`config.mk`:
```
export PLATFORM = sky130hd
export DESIGN_NAME = serial_sub5
export DESIGN_NICKNAME = d
export VERILOG_FILES = /design/src/rtl/serial_sub5_pkg.sv /design/src/rtl/serial_sub5_slice.sv /design/src/rtl/serial_sub5.sv
export SDC_FILE = /design/constraint.sdc
export NUM_CORES = 1
export LEC_CHECK = 0
export CORE_ASPECT_RATIO = 0.7
export CORE_MARGIN = 5
export CORE_UTILIZATION = 30
export CTS_CLUSTER_DIAMETER = 50
export DETAILED_ROUTE_END_ITERATION = 10
export PLACE_DENSITY = 0.59
export SLEW_MARGIN = 20
export SYNTH_ARGS = -nofsm -noshare
export SYNTH_HDL_FRONTEND = slang
export SYNTH_SLANG_ARGS = --single-unit
export TNS_END_PERCENT = 50
```
`constraint.sdc`:
```
create_clock -name clk -period 7.9 [get_ports clk]
set_input_delay 0.79 -clock clk [delete_from_list [all_inputs] [get_ports clk]]
set_output_delay 0.79 -clock clk [all_outputs]
set_load 0.03 [all_outputs]
```
`src/rtl/serial_sub5_pkg.sv`:
```
// Shared definitions for the serial subtractor.
//   SLICE     : bits processed per clock (matches the 5-bit adder slices)
//   nslice_of : number of slices needed to cover a given operand width
//   state_t   : controller state encoding (IDLE accepts work, RUN iterates)
package serial_sub5_pkg;

    localparam int SLICE = 5;

    // Ceiling divide of the operand width by the slice width.
    function automatic int nslice_of(input int width);
        return (width + SLICE - 1) / SLICE;
    endfunction

    typedef enum logic {
        IDLE = 1'b0,
        RUN  = 1'b1
    } state_t;

endpackage

```
`src/rtl/serial_sub5_slice.sv`:
```
// sub5_slice: combinational 5-bit borrow-ripple subtractor.
//   a[4:0], b[4:0] : slice minuend / subtrahend
//   b_in           : borrow into bit 0
//   d[4:0]         : a - b - b_in (mod 32)
//   b_out          : borrow out of bit 4
module sub5_slice
    import serial_sub5_pkg::*;
(
    input  logic [SLICE-1:0] a,
    input  logic [SLICE-1:0] b,
    input  logic             b_in,
    output logic [SLICE-1:0] d,
    output logic             b_out
);

    // br[i] is the borrow into bit i; br[SLICE] leaves the slice.
    logic [SLICE:0] br;

    assign br[0] = b_in;

    generate
        for (genvar gi = 0; gi < SLICE; gi++) begin : g_fs
            // 1-bit full subtractor: borrow when a < b + borrow_in.
            assign d[gi]      = a[gi] ^ b[gi] ^ br[gi];
            assign br[gi + 1] = (~a[gi] & b[gi]) | (~(a[gi] ^ b[gi]) & br[gi]);
        end
    endgenerate

    assign b_out = br[SLICE];

endmodule

```
`src/rtl/serial_sub5.sv`:
```
// serial_sub5: multi-cycle WIDTH-bit subtractor computing a - b one
// 5-bit slice per clock, least significant slice first, through a single
// shared sub5_slice.
//   clk, rst      : clock, synchronous active-high reset
//   start         : request, honoured only while ready = 1
//   a, b          : operands, captured on the accepting edge
//   ready         : idle, can accept start
//   done          : one-cycle pulse when results update
//   diff          : a - b mod 2^WIDTH
//   borrow        : unsigned a < b
//   zero          : diff == 0
//   ovf           : signed two's-complement overflow of a - b
// Results hold their value between done pulses.
module serial_sub5
    import serial_sub5_pkg::*;
#(
    parameter int WIDTH = 32
) (
    input  logic             clk,
    input  logic             rst,
    input  logic             start,
    input  logic [WIDTH-1:0] a,
    input  logic [WIDTH-1:0] b,
    output logic             ready,
    output logic             done,
    output logic [WIDTH-1:0] diff,
    output logic             borrow,
    output logic             zero,
    output logic             ovf
);

    localparam int NSLICE = nslice_of(WIDTH);
    localparam int PW     = NSLICE * SLICE;
    localparam int IDX_W  = (NSLICE > 1) ? $clog2(NSLICE) : 1;
    localparam logic [IDX_W-1:0] LAST_IDX = IDX_W'(NSLICE - 1);

    state_t state_reg, state_next;

    logic [IDX_W-1:0]              idx_reg;
    logic [NSLICE-1:0][SLICE-1:0]  a_reg, b_reg, acc_reg;
    logic                          brw_reg;

    logic                          done_reg;
    logic [WIDTH-1:0]              diff_reg;
    logic                          borrow_reg, zero_reg, ovf_reg;

    // Operands zero-padded up to a whole number of slices. The padding
    // bits never generate a borrow, so the borrow out of the top slice
    // equals the borrow out of bit WIDTH-1.
    logic [PW-1:0] a_pad, b_pad;

    always_comb begin
        a_pad            = '0;
        b_pad            = '0;
        a_pad[WIDTH-1:0] = a;
        b_pad[WIDTH-1:0] = b;
    end

    // Current slice through the shared subtractor.
    logic [SLICE-1:0] a_sel, b_sel, d_slice;
    logic             b_out_slice;

    assign a_sel = a_reg[idx_reg];
    assign b_sel = b_reg[idx_reg];

    sub5_slice u_slice (
        .a     (a_sel),
        .b     (b_sel),
        .b_in  (brw_reg),
        .d     (d_slice),
        .b_out (b_out_slice)
    );

    // Accumulator with this cycle's slice merged in; on the last slice this
    // is the complete difference, so flags are derived from it directly.
    logic [NSLICE-1:0][SLICE-1:0] acc_full;
    logic [PW-1:0]                acc_flat, a_flat, b_flat;
    logic [WIDTH-1:0]             diff_w;

    always_comb begin
        acc_full          = acc_reg;
        acc_full[idx_reg] = d_slice;
    end

    assign acc_flat = acc_full;
    assign a_flat   = a_reg;
    assign b_flat   = b_reg;
    assign diff_w   = acc_flat[WIDTH-1:0];

    // Next-state logic.
    always_comb begin
        state_next = state_reg;
        case (state_reg)
            IDLE:    if (start)              state_next = RUN;
            RUN:     if (idx_reg == LAST_IDX) state_next = IDLE;
            default:                         state_next = IDLE;
        endcase
    end

    always_ff @(posedge clk) begin
        if (rst) begin
            state_reg <= IDLE;
        end else begin
            state_reg <= state_next;
        end
    end

    // Datapath.
    always_ff @(posedge clk) begin
        if (rst) begin
            idx_reg    <= '0;
            a_reg      <= '0;
            b_reg      <= '0;
            acc_reg    <= '0;
            brw_reg    <= 1'b0;
            done_reg   <= 1'b0;
            diff_reg   <= '0;
            borrow_reg <= 1'b0;
            zero_reg   <= 1'b0;
            ovf_reg    <= 1'b0;
        end else begin
            done_reg <= 1'b0;
            case (state_reg)
                IDLE: begin
                    if (start) begin
                        a_reg   <= a_pad;
                        b_reg   <= b_pad;
                        acc_reg <= '0;
                        idx_reg <= '0;
                        brw_reg <= 1'b0;
                    end
                end
                RUN: begin
                    acc_reg <= acc_full;
                    brw_reg <= b_out_slice;
                    idx_reg <= idx_reg + 1'b1;
                    if (idx_reg == LAST_IDX) begin
                        idx_reg    <= '0;
                        done_reg   <= 1'b1;
                        diff_reg   <= diff_w;
                        borrow_reg <= b_out_slice;
                        zero_reg   <= (diff_w == '0);
                        ovf_reg    <= (a_flat[WIDTH-1] ^ b_flat[WIDTH-1])
                                    & (a_flat[WIDTH-1] ^ diff_w[WIDTH-1]);
                    end
                end
                default: ;
            endcase
        end
    end

    assign ready  = (state_reg == IDLE);
    assign done   = done_reg;
    assign diff   = diff_reg;
    assign borrow = borrow_reg;
    assign zero   = zero_reg;
    assign ovf    = ovf_reg;

endmodule
```
==> flow_metrics.tcl <==
set metrics [dict create \
    fmax_mhz 188.9 \
    routedWlPerCell_um 16.00 \
    min_period_ps 5295 \
    cp_data_required_time_ps 8230 \
    start_util 0.3074 \
    die_h_um 126.8 \
    finalSetupTns_ps 0 \
    grt_pass1_wl_um 28070 \
    syn_area_um2 5848 \
    synth_seq_cells 137 \
    dpl_cell_area_um2 7014 \
    rows 42 \
    synth_edf_count 0 \
    slew_violations 0 \
    tightestPinTransition_ps 991.5 \
    hold_path_class "reg2reg" \
    drv_cap 0 \
    grt-ovfl-total 0 \
    start_kind "register" \
    cts_root_buf "clkbuf_16" \
    core_um2 19020 \
    use_met2 0.2199 \
    ys_seq_area_frac 0.4690 \
    hold_viol_final 0 \
    met3_usage 0.03331 \
    fin_crit_sh 0.6703 \
    ant_nets 0 \
    gr-max-usage-layer "met1" \
    portBuffers 103 \
    antenna_found_initial 0 \
    dieArea_um2 22430 \
    layout_common_cells "193 x nand2_1, 137 x dfxtp_1, 127 x a21oi_1, 102 x clkdlybuf4s50_1, 75 x nor2_1" \
    dp_hpwl_um 11950 \
    first_pass_iters 5 \
    hold_buffers 0 \
    via_per_inst 4.921 \
    drive_above_1_share 0.06189 \
    holdPathStages 2 \
    clk_pin_slew_ps 60 \
    r2r_start "idx_reg[0]" \
    ctsLongestPathBuffers 2 \
    fin_skew_ps 9.435 \
    p_leak_nw 2.708 \
    drt_first_iter_violations 432 \
    boundaryPins 104 \
    rsz0062_at_grt "false" \
    first_global_vias 5154 \
    r2r-end "zero" \
    arrival_ps 5630 \
    vias 5354 \
    path_max_fanout 23 \
    post_cts_buffers 0 \
    min_to "diff[27]" \
    diodes 0 \
    vdd_drop_max_uv 142.0 \
    fp.dieW_um 176.9 \
    wl_um 17410 \
    synth_cells 743 \
    endpoint_kind "register" \
    synth_ff_type "dfxtp_1" \
    synth_warnings 0 \
    cts-buffers-inserted 17 \
    synth_cell_type_count 44 \
    avgSynthCellArea_um2 7.871 \
    hp-start "diff[27]" \
    rrSetupSlack_ps 2600 \
    outcome "complete, no violations" \
    relSlewSlack 0.3381 \
    ff2ff_path_depth 17 \
    use_met1 0.2411 \
    finalSetupViolCount 0 \
    place_congestion 0.8464 \
    drc 0 \
    async_reset_ff_frac 0 \
    path_class "reg2reg" \
    ctsResizeCount 0 \
    cellPowerDensity_nw_per_um2 229.3 \
    layout.cells.most_common "nand2_1" \
    cts_sinks 137 \
    clk_latency_ps 420 \
    syn_nets 815 \
    htreeDepth 4 \
    grt_max_degree 71 \
    syn_to_final_growth_pct 30.27 \
    nets 884 \
    cts_tree "yes" \
    fin_area_um2 7619 \
    track_usage 0.1560 \
]
==> metal layers <==
layer	up-vias	routed length [µm]
met4	0	182
met2	172	7129
li1	2672	-
met5	-	0
met3	17	1190
met1	2493	8902
==> how the worst max path moves through the flow <==
stage	from	to	slack, ps	cells past startpoint
2_1_floorplan	idx_reg[1]	zero	3700	19
3_3_place_gp	idx_reg[0]	zero	2780	17
3_5_place_dp	idx_reg[0]	zero	2660	17
4_1_cts	idx_reg[0]	zero	2630	17
5_1_grt	idx_reg[0]	zero	2290	17
6_report	idx_reg[0]	zero	2600	17
==> power breakdown <==
group / internal, W / switching [W]
sequential: 0.000714 / 0.0000186
combinational: 0.0000818 / 0.000115
clock: 0.000513 / 0.000305
==> through the flow <==
step	total power (W)	hold slack, ps	instances	utilization	worst slack [ps]
floorplan	0.0008628	432.9	743	-	3697
global placement	0.0009427	438.9	1057	0.3687	2776
detailed placement	0.0009431	446.5	1057	0.3687	2663
CTS	0.001762	452.5	1088	0.4005	2632
global route	0.001818	470.3	1088	0.4005	2295
finish	0.001747	445.7	1088	0.4005	2605
==> cells by family (layout without fill, tap and decap cells) <==
logic type      count (synthesis)  in the layout  synth area share
mux                            12             12           0.02118
compound gates                192            192            0.1917
flops                         137            137            0.4690
fa+ha+maj                       5              5           0.01712
simple gates                  328            328            0.2495
buf+inv                        69            150           0.05156
==> area by class of cell <==
type / count / area, µm²
multi-input cells: 537 / 2819
fillers: 2015 / 11400
inverters: 7 / 26.28
clock inverters: 10 / 143.9
clock buffers: 21 / 460.4
well taps: 264 / 330.3
repair buffers: 112 / 1096
flip-flops and latches: 137 / 2743
==> critical path, stage by stage, from the launching register on <==
cell       delay (ps)
dfxtp_1           750
buf_4             350
and3b_1           670
a22oi_1           200
nand2_1           100
nor2_1             70
fa_1              380
inv_1              70
fa_1              160
inv_1              50
fa_1              370
fa_1              390
fa_1              810
nor2_1             70
nor4_1            210
o2111ai_1         150
nand4b_1          180
o31ai_1           230
==> Yosys cell counts, drive strengths merged, types with 2 or more instances <==
cell type	count	share of area
nand3	4	0.0034
a22o	2	0.0030
nor4b	2	0.0041
clkbuf	35	0.022
and3b	3	0.0045
inv	7	0.0045
nand4b	15	0.022
buf	27	0.025
o22ai	3	0.0032
a21oi	127	0.11
a22oi	27	0.035
nor2	76	0.049
nand2b	4	0.0043
nor4	3	0.0032
nor2b	7	0.0075
nand2	194	0.12
mux2	3	0.0058
nor3	5	0.0062
o211ai	3	0.0039
o21ai	7	0.0060
nand3b	3	0.0039
o21bai	8	0.010
dfxtp	137	0.47
a32oi	7	0.010
mux2i	9	0.015
a221oi	4	0.0060
nor3b	7	0.011
fa	5	0.017
(Power assumes the default switching activity.)
